==> config.mk <==
export PLATFORM = sky130hd
export DESIGN_NAME = msx_matrix_scanner
export DESIGN_NICKNAME = d
export VERILOG_FILES = /design/src/rtl/msx_kbd_pkg.sv /design/src/rtl/msx_evt_fifo.sv /design/src/rtl/msx_matrix_scanner.sv
export SDC_FILE = /design/constraint.sdc
export NUM_CORES = 1
export LEC_CHECK = 0
export ABC_CLOCK_PERIOD_IN_PS = 7250
export CORE_MARGIN = 2
export CORE_UTILIZATION = 37
export DETAILED_ROUTE_END_ITERATION = 12
export PLACE_DENSITY_LB_ADDON = 0.15
export SYNTH_ARGS = -nofsm -noshare
export SYNTH_HDL_FRONTEND = slang
export SYNTH_SLANG_ARGS = --single-unit
==> constraint.sdc <==
create_clock -name CLK -period 7.25 [get_ports CLK]
set_clock_uncertainty 0.1 [all_clocks]
set_input_delay 1.45 -clock CLK [delete_from_list [all_inputs] [get_ports CLK]]
set_output_delay 1.45 -clock CLK [all_outputs]
set_load 0.01 [all_outputs]
==> src/rtl/msx_kbd_pkg.sv <==
// ---------------------------------------------------------------------------
// msx_kbd_pkg
// Types shared by both halves of the MSX keyboard path: the matrix register
// that consumes key codes and the matrix scanner that produces them.
//   MSX_ROWS / MSX_COLS : geometry of the MSX keyboard matrix
//   key_code_t          : {row[3:0], col[2:0]}, identical to keyMatrix coding
//   kbd_evt_t           : key code plus break flag (1 = release, 0 = press)
//   scan_state_t        : scanner FSM states
//   lowest_set_bit      : priority encoder, index of the lowest set bit
// ---------------------------------------------------------------------------
package msx_kbd_pkg;

   localparam int MSX_ROWS = 11;
   localparam int MSX_COLS = 8;

   typedef struct packed {
      logic [3:0] row;
      logic [2:0] col;
   } key_code_t;

   typedef struct packed {
      key_code_t code;
      logic      brk;
   } kbd_evt_t;

   typedef enum logic [2:0] {
      S_SELECT,
      S_SETTLE,
      S_SAMPLE,
      S_EMIT,
      S_NEXT
   } scan_state_t;

   // Scanning downwards means the last hit is the lowest set bit, so that is
   // the column handled first and changes leave in ascending column order.
   function automatic logic [2:0] lowest_set_bit(input logic [7:0] v);
      logic [2:0] idx;
      idx = '0;
      for (int i = 7; i >= 0; i--) begin
         if (v[i]) idx = 3'(i);
      end
      return idx;
   endfunction

endpackage

==> src/rtl/msx_evt_fifo.sv <==
// ---------------------------------------------------------------------------
// msx_evt_fifo
// Synchronous first-word-fall-through FIFO for keyboard events.
//   clk, rst  : clock, asynchronous active-high reset
//   push      : write push_data when not full
//   push_data : event to store
//   full      : no free entry (registered occupancy, a same-cycle pop does
//               not free the slot until the next cycle)
//   pop       : drop head entry when not empty
//   pop_data  : current head entry, valid whenever empty is low
//   empty     : no entry stored
// DEPTH must be a power of two, at least 2.
// ---------------------------------------------------------------------------
module msx_evt_fifo
   import msx_kbd_pkg::*;
#(
   parameter int DEPTH = 8
) (
   input  logic     clk,
   input  logic     rst,
   input  logic     push,
   input  kbd_evt_t push_data,
   output logic     full,
   input  logic     pop,
   output kbd_evt_t pop_data,
   output logic     empty
);

   localparam int AW = (DEPTH > 1) ? $clog2(DEPTH) : 1;
   localparam logic [AW:0] PTR_ONE = {{AW{1'b0}}, 1'b1};

   kbd_evt_t    mem_q [DEPTH];
   kbd_evt_t    mem_d [DEPTH];
   logic [AW:0] wr_q, wr_d;
   logic [AW:0] rd_q, rd_d;

   // Pointers carry one extra wrap bit so equal indices can be told apart
   // as either empty (same wrap) or full (opposite wrap).
   assign empty    = (wr_q == rd_q);
   assign full     = (wr_q[AW] != rd_q[AW]) && (wr_q[AW-1:0] == rd_q[AW-1:0]);
   assign pop_data = mem_q[rd_q[AW-1:0]];

   always_comb begin
      mem_d = mem_q;
      wr_d  = wr_q;
      rd_d  = rd_q;
      if (push && !full) begin
         mem_d[wr_q[AW-1:0]] = push_data;
         wr_d = wr_q + PTR_ONE;
      end
      if (pop && !empty) begin
         rd_d = rd_q + PTR_ONE;
      end
   end

   // Storage is cleared on reset so the head shows an all-zero event
   // while the FIFO is still untouched.
   always_ff @(posedge clk or posedge rst) begin
      if (rst) begin
         for (int i = 0; i < DEPTH; i++) mem_q[i] <= '0;
         wr_q <= '0;
         rd_q <= '0;
      end else begin
         mem_q <= mem_d;
         wr_q  <= wr_d;
         rd_q  <= rd_d;
      end
   end

endmodule

==> src/rtl/msx_matrix_scanner.sv <==
// ---------------------------------------------------------------------------
// msx_matrix_scanner
// Scans a physical MSX keyboard matrix and turns every key change into a
// make/break event coded {row[3:0], col[2:0]} plus a break flag.
//   CLK, RST  : clock, asynchronous active-high reset
//   scan_en   : 1 = scan runs, 0 = finish the current row then hold in SELECT
//   Y         : row select driven to the matrix
//   X         : active-low column bus (0 = pressed), already synchronised
//   evt_valid : event FIFO head is valid
//   evt_ready : consumer takes the head when evt_valid & evt_ready
//   evt_code  : {row, col} of the head event
//   evt_break : 1 = release, 0 = press
//   fifo_ovf  : sticky, set if a push were ever attempted into a full FIFO
// Build option SCAN_DEBOUNCE_EN: a column change is reported only when the
// same row value was seen on two consecutive scans.
// ---------------------------------------------------------------------------
module msx_matrix_scanner
   import msx_kbd_pkg::*;
#(
   parameter int NUM_ROWS   = MSX_ROWS,
   parameter int SETTLE_CYC = 16,
   parameter int FIFO_DEPTH = 8
) (
   input  logic       CLK,
   input  logic       RST,
   input  logic       scan_en,
   output logic [3:0] Y,
   input  logic [7:0] X,
   output logic       evt_valid,
   input  logic       evt_ready,
   output logic [6:0] evt_code,
   output logic       evt_break,
   output logic       fifo_ovf
);

   localparam int              CNT_W    = (SETTLE_CYC > 1) ? $clog2(SETTLE_CYC) : 1;
   localparam logic [CNT_W-1:0] CNT_LAST = CNT_W'(SETTLE_CYC - 1);
   localparam logic [CNT_W-1:0] CNT_ONE  = CNT_W'(1);
   localparam logic [3:0]       ROW_LAST = 4'(NUM_ROWS - 1);

   scan_state_t                state_q, state_d;
   logic [3:0]                 row_q, row_d;
   logic [3:0]                 y_q, y_d;
   logic [CNT_W-1:0]           cnt_q, cnt_d;
   logic [7:0]                 smp_q, smp_d;
   logic [NUM_ROWS-1:0][7:0]   kimg_q, kimg_d;
   logic                       ovf_q, ovf_d;

   logic [7:0] diff;
   logic [2:0] col;
   logic       push;
   logic       pop;
   logic       fifo_full;
   logic       fifo_empty;
   kbd_evt_t   push_evt;
   kbd_evt_t   head_evt;

   // Bits still to report for the row under EMIT. With debouncing, a bit
   // only counts when this scan's sample agrees with the previous scan's.
`ifdef SCAN_DEBOUNCE_EN
   logic [NUM_ROWS-1:0][7:0] prev_q, prev_d;
   assign diff = (smp_q ^ kimg_q[row_q]) & ~(smp_q ^ prev_q[row_q]);
`else
   assign diff = smp_q ^ kimg_q[row_q];
`endif

   assign col = lowest_set_bit(diff);

   always_comb begin
      state_d  = state_q;
      row_d    = row_q;
      y_d      = y_q;
      cnt_d    = cnt_q;
      smp_d    = smp_q;
      kimg_d   = kimg_q;
`ifdef SCAN_DEBOUNCE_EN
      prev_d   = prev_q;
`endif
      push     = 1'b0;
      push_evt = '0;
      case (state_q)
         S_SELECT: begin
            y_d = row_q;
            if (scan_en) begin
               cnt_d   = '0;
               state_d = S_SETTLE;
            end
         end
         S_SETTLE: begin
            if (cnt_q == CNT_LAST) state_d = S_SAMPLE;
            else                   cnt_d   = cnt_q + CNT_ONE;
         end
         S_SAMPLE: begin
            smp_d   = X;
            state_d = S_EMIT;
         end
         S_EMIT: begin
            // One change per cycle; a full FIFO simply holds everything
            // (including the key image) until a slot opens.
            if (diff == 8'h00) begin
`ifdef SCAN_DEBOUNCE_EN
               prev_d[row_q] = smp_q;
`endif
               state_d = S_NEXT;
            end else if (!fifo_full) begin
               push                = 1'b1;
               push_evt.code.row   = row_q;
               push_evt.code.col   = col;
               push_evt.brk        = smp_q[col];
               kimg_d[row_q][col]  = smp_q[col];
            end
         end
         S_NEXT: begin
            row_d   = (row_q == ROW_LAST) ? 4'd0 : row_q + 4'd1;
            state_d = S_SELECT;
         end
         default: state_d = S_SELECT;
      endcase
      ovf_d = ovf_q | (push & fifo_full);
   end

   // Key image starts as all released, so keys held through a reset come
   // back out as make events on the first scan afterwards.
   always_ff @(posedge CLK or posedge RST) begin
      if (RST) begin
         state_q <= S_SELECT;
         row_q   <= '0;
         y_q     <= '0;
         cnt_q   <= '0;
         smp_q   <= '1;
         kimg_q  <= '1;
`ifdef SCAN_DEBOUNCE_EN
         prev_q  <= '1;
`endif
         ovf_q   <= 1'b0;
      end else begin
         state_q <= state_d;
         row_q   <= row_d;
         y_q     <= y_d;
         cnt_q   <= cnt_d;
         smp_q   <= smp_d;
         kimg_q  <= kimg_d;
`ifdef SCAN_DEBOUNCE_EN
         prev_q  <= prev_d;
`endif
         ovf_q   <= ovf_d;
      end
   end

   assign pop = evt_valid & evt_ready;

   msx_evt_fifo #(
      .DEPTH (FIFO_DEPTH)
   ) u_fifo (
      .clk       (CLK),
      .rst       (RST),
      .push      (push),
      .push_data (push_evt),
      .full      (fifo_full),
      .pop       (pop),
      .pop_data  (head_evt),
      .empty     (fifo_empty)
   );

   assign Y         = y_q;
   assign evt_valid = ~fifo_empty;
   assign evt_code  = head_evt.code;
   assign evt_break = head_evt.brk;
   assign fifo_ovf  = ovf_q;

endmodule
==> run_summary.xml <==
<?xml version="1.0" encoding="UTF-8"?>
<metrics>
  <group name="outcome">
    <metric name="run_status" unit="">completed</metric>
  </group>
  <group name="cts">
    <metric name="hold_buffers" unit="">0</metric>
    <metric name="count_of_h_tree_levels_built_during_cts" unit="">4</metric>
    <metric name="tritoncts" unit="">built</metric>
    <metric name="ctsRootBufferMaster" unit="">clkbuf_16</metric>
    <metric name="count_of_cells_resized_by_post_cts_repair" unit="">0</metric>
    <metric name="clk_pin_slew" unit="ps">70</metric>
    <metric name="post_cts_buffers" unit="">0</metric>
    <metric name="tritoncts_num_sinks" unit="">184</metric>
    <metric name="clock_latency_reported_for_the_late_side_of_the_worst_skew_pair" unit="ps">430</metric>
    <metric name="max_clock_buf_depth" unit="">2</metric>
    <metric name="cts_buffers" unit="">17</metric>
  </group>
  <group name="critical_path">
    <metric name="critPathArrivalTime" unit="ps">5380</metric>
    <metric name="slowest_stage_cell_crit_path" unit="">nor4bb_2</metric>
    <metric name="crit_path_start_kind" unit="">flop</metric>
    <metric name="worstPathCellList" unit="">buf_4 &gt; mux4_2 &gt; and2_1 &gt; a221o_1 &gt; xor2_1 &gt; nor4_4 &gt; a21oi_2 &gt; nor4bb_2 &gt; mux2_2</metric>
    <metric name="critical_register_to_register_path_startpoint" unit="">row_q[1]</metric>
    <metric name="cp-startpoint" unit="">row_q[1]</metric>
    <metric name="r2r.worst_path.cells" unit="">9</metric>
    <metric name="critical_path.max_fanout" unit="">32</metric>
    <metric name="critical_path.reg2reg.endpoint" unit="">u_fifo.mem_q[27]</metric>
    <metric name="worst_setup_path_end_kind" unit="">flop</metric>
    <metric name="timing.setup.critical_path_class" unit="">reg2reg</metric>
    <metric name="setup.worst_path.end" unit="">u_fifo.mem_q[27]</metric>
    <metric name="required_time_of_the_critical_path" unit="ps">7470</metric>
    <metric name="max_stage_delay_on_crit_path" unit="ps">970</metric>
    <metric name="r2r_setup_slack" unit="ps">2090</metric>
  </group>
  <group name="sta">
    <metric name="grt_setup_unrepaired" unit="">no</metric>
    <metric name="maxSlewHeadroom" unit="%">20.4</metric>
    <metric name="worstMarginPinSlew" unit="ps">1190</metric>
    <metric name="period_needed" unit="ps">5160</metric>
    <metric name="final_report_setup_violation_count" unit="">0</metric>
    <metric name="finalSetupTns" unit="ps">0</metric>
    <metric name="final_max_slew_viol_count" unit="">0</metric>
    <metric name="final_hold_viol_count" unit="">0</metric>
    <metric name="f_max" unit="MHz">194</metric>
    <metric name="fin_crit_sh" unit="%">71.2</metric>
  </group>
  <group name="placed_design">
    <metric name="gp_routability_congestion" unit="">0.860</metric>
    <metric name="dpl.hpwl" unit="mm">15.4</metric>
    <metric name="placement.io_buffers" unit="">25</metric>
  </group>
  <group name="floorplan">
    <metric name="fp.coreArea" unit="um^2">25100</metric>
    <metric name="chipWidth" unit="um">164</metric>
    <metric name="row_count" unit="">58</metric>
    <metric name="initial_utilization" unit="%">37.6</metric>
    <metric name="die_h" unit="um">164</metric>
    <metric name="io_pins" unit="">26</metric>
    <metric name="floorplan.die_area" unit="um^2">26800</metric>
  </group>
  <group name="global_route">
    <metric name="grtUsageTotal" unit="%">18.4</metric>
    <metric name="antenna_found_initial" unit="">0</metric>
    <metric name="via_count_of_the_first_global_routing_pass" unit="">6117</metric>
    <metric name="grt_start_max_net_pins" unit="">68</metric>
    <metric name="grt_first_pass_wirelength" unit="mm">37.3</metric>
    <metric name="overflow" unit="">0</metric>
  </group>
  <group name="pwr">
    <metric name="leakagePower" unit="nW">4.16</metric>
    <metric name="ir_drop" unit="mV">0.259</metric>
    <metric name="p_per_cell_area" unit="nW/um^2">376</metric>
    <metric name="power" unit="mW">3.92</metric>
  </group>
  <group name="routing">
    <metric name="drt_first_iter_violations" unit="">456</metric>
    <metric name="post-route-drc-count" unit="">0</metric>
    <metric name="postRouteAntennaNets" unit="">0</metric>
    <metric name="drtPass1Iterations" unit="">5</metric>
    <metric name="dr_total_vias" unit="">6075</metric>
    <metric name="drt-vias-per-instance" unit="">5.54</metric>
    <metric name="route.detailed.wl_per_inst" unit="um">21.4</metric>
    <metric name="routed_wl" unit="mm">23.4</metric>
  </group>
  <group name="finish">
    <metric name="ant_diodes" unit="">0</metric>
    <metric name="synthToLayoutAreaGrowth" unit="%">10.4</metric>
    <metric name="multiInputGateArea" unit="um^2">4350</metric>
    <metric name="n_fill_cell" unit="">2367</metric>
    <metric name="register_area" unit="um^2">4730</metric>
    <metric name="final_core_util" unit="%">41.5</metric>
    <metric name="finalNetCount" unit="">768</metric>
    <metric name="drive_above_1_share" unit="%">41.1</metric>
  </group>
  <group name="synthesis">
    <metric name="synth.yosys.warnings" unit="">0</metric>
    <metric name="synth_seq_cells" unit="">184</metric>
    <metric name="synthFlopType" unit="">dfstp_2</metric>
    <metric name="syn_inst" unit="">765</metric>
    <metric name="postSynthAreaPerCell" unit="um^2">12.3</metric>
    <metric name="synth.yosys.seq_area_share" unit="%">50.1</metric>
    <metric name="number_of_flops_mapped_to_enable_cells_by_yosys" unit="">0</metric>
    <metric name="yosysTopAreaCellShare" unit="%">26.7</metric>
    <metric name="post-synth-top-area-cell" unit="">dfstp_2</metric>
    <metric name="async_flop_share" unit="%">100</metric>
    <metric name="synth_cell_types" unit="">65</metric>
    <metric name="synth_net_count" unit="">780</metric>
    <metric name="post_synth_main_area_contributors" unit="">dfstp_2 (27%), dfrtp_1 (23%), mux2_2 (14%)</metric>
    <metric name="cell_area_synth" unit="um^2">9430</metric>
  </group>
  <group name="job">
    <metric name="max_cap_violations" unit="">0</metric>
  </group>
  <group name="hold_path">
    <metric name="hold_path_class" unit="">reg2reg</metric>
  </group>
</metrics>
[state kept, by name, summed over array words and instances (netlist names), 3 cells and up]
signal	flops
u_fifo.mem_q	64
u_fifo.rd_q	4
kimg_q	88
Y	4
row_q	4
u_fifo.wr_q	4
state_q	3
cnt_q	4
smp_q	8
[per-stage QoR]
step / worst slack, ps / std cells / instance area (um^2) / hold WS (ps)
2_1_floorplan: 859 / 765 / 9430 / 343
3_3_place_gp: 2200 / 1064 / 9830 / 276
5_1_grt: 1720 / 1096 / 10400 / 317
4_1_cts: 2030 / 1096 / 10400 / 300
3_5_place_dp: 2030 / 1064 / 9830 / 278
6_report: 2090 / 1096 / 10400 / 294
[worst min path at each step]
stage | startpoint | to | cells after the start
3_5_place_dp | fifo_ovf | fifo_ovf | 0
4_1_cts | fifo_ovf | fifo_ovf | 0
5_1_grt | fifo_ovf | fifo_ovf | 0
2_1_floorplan | u_fifo.mem_q[40] | u_fifo.mem_q[40] | 2
6_report | fifo_ovf | fifo_ovf | 0
3_3_place_gp | fifo_ovf | fifo_ovf | 0
[kinds of logic (layout without fill, tap and decap cells)]
kind of cell / count (synthesis) / in the layout / synth area share [%]
flip-flops: 184 / 184 / 50.1
AND/OR/NAND/NOR: 182 / 182 / 10.7
multiplexers: 171 / 171 / 23.9
AO/OA/AOI/OAI: 129 / 129 / 8.61
buffers and inverters: 71 / 72 / 3.87
XOR/XNOR: 25 / 25 / 2.40
adder cells (fa/ha/maj): 3 / 3 / 0.398
[where the power goes]
part	switching, mW	internal, mW
registers	0.206	1.24
logic	0.958	0.589
clock network	0.439	0.488
total	1.60	2.31
[cells in the mapped netlist, types with 14 or more instances]
library cell  count
mux2_2          121
dfstp_2          96
dfrtp_1          88
nand2_1          55
o21ai_0          55
nor2_1           35
clkbuf_1         29
mux4_2           28
nand3_1          21
buf_2            19
a21oi_1          16
o31ai_1          14
[layout make-up]
cell class	instances	area share, %
multi-input combinational	510	41.8
timing repair buffer	33	2.98
clock inverter	15	1.50
inverter	7	0.300
sequential	184	45.4
tap	330	3.97
clock buffer	17	4.09
[routing by layer]
layer	wire [um]	GRT usage, %	vias up
met5	0	0	-
met4	383	4.90	0
met3	971	3.28	24
met2	10400	27.4	154
met1	11600	27.7	3132
li1	-	-	2765
[critical path, delay by kind of cell, from the launching register on]
family          cells  cell delay, ps
compound gates      2            1000
xor+xnor            1             570
buf+inv             1             480
flops               1             830
mux                 2             780
simple gates        3            1260
[cells in the final DEF (no fill, tap or decap), types with 4 or more instances in the layout]
master / n
mux2_2: 121
dfstp_2: 96
dfrtp_1: 86
nand2_1: 55
o21ai_0: 55
nor2_1: 35
mux4_2: 28
clkdlybuf4s50_1: 25
nand3_1: 21
clkbuf_16: 17
a21oi_1: 16
o31ai_1: 14
xor2_1: 12
xnor2_1: 12
a31oi_1: 12
nand3b_1: 10
mux2i_1: 8
and2_1: 8
nor3_1: 8
buf_4: 8
mux2_4: 7
mux2_1: 7
inv_1: 6
o22ai_1: 6
inv_6: 6
nor3b_1: 5
and3_1: 5
and3b_1: 5
nor2b_1: 4
a32oi_1: 4
a221o_1: 4
nand2b_1: 4
nand3_2: 4
Power figures use the tool's default switching activity.
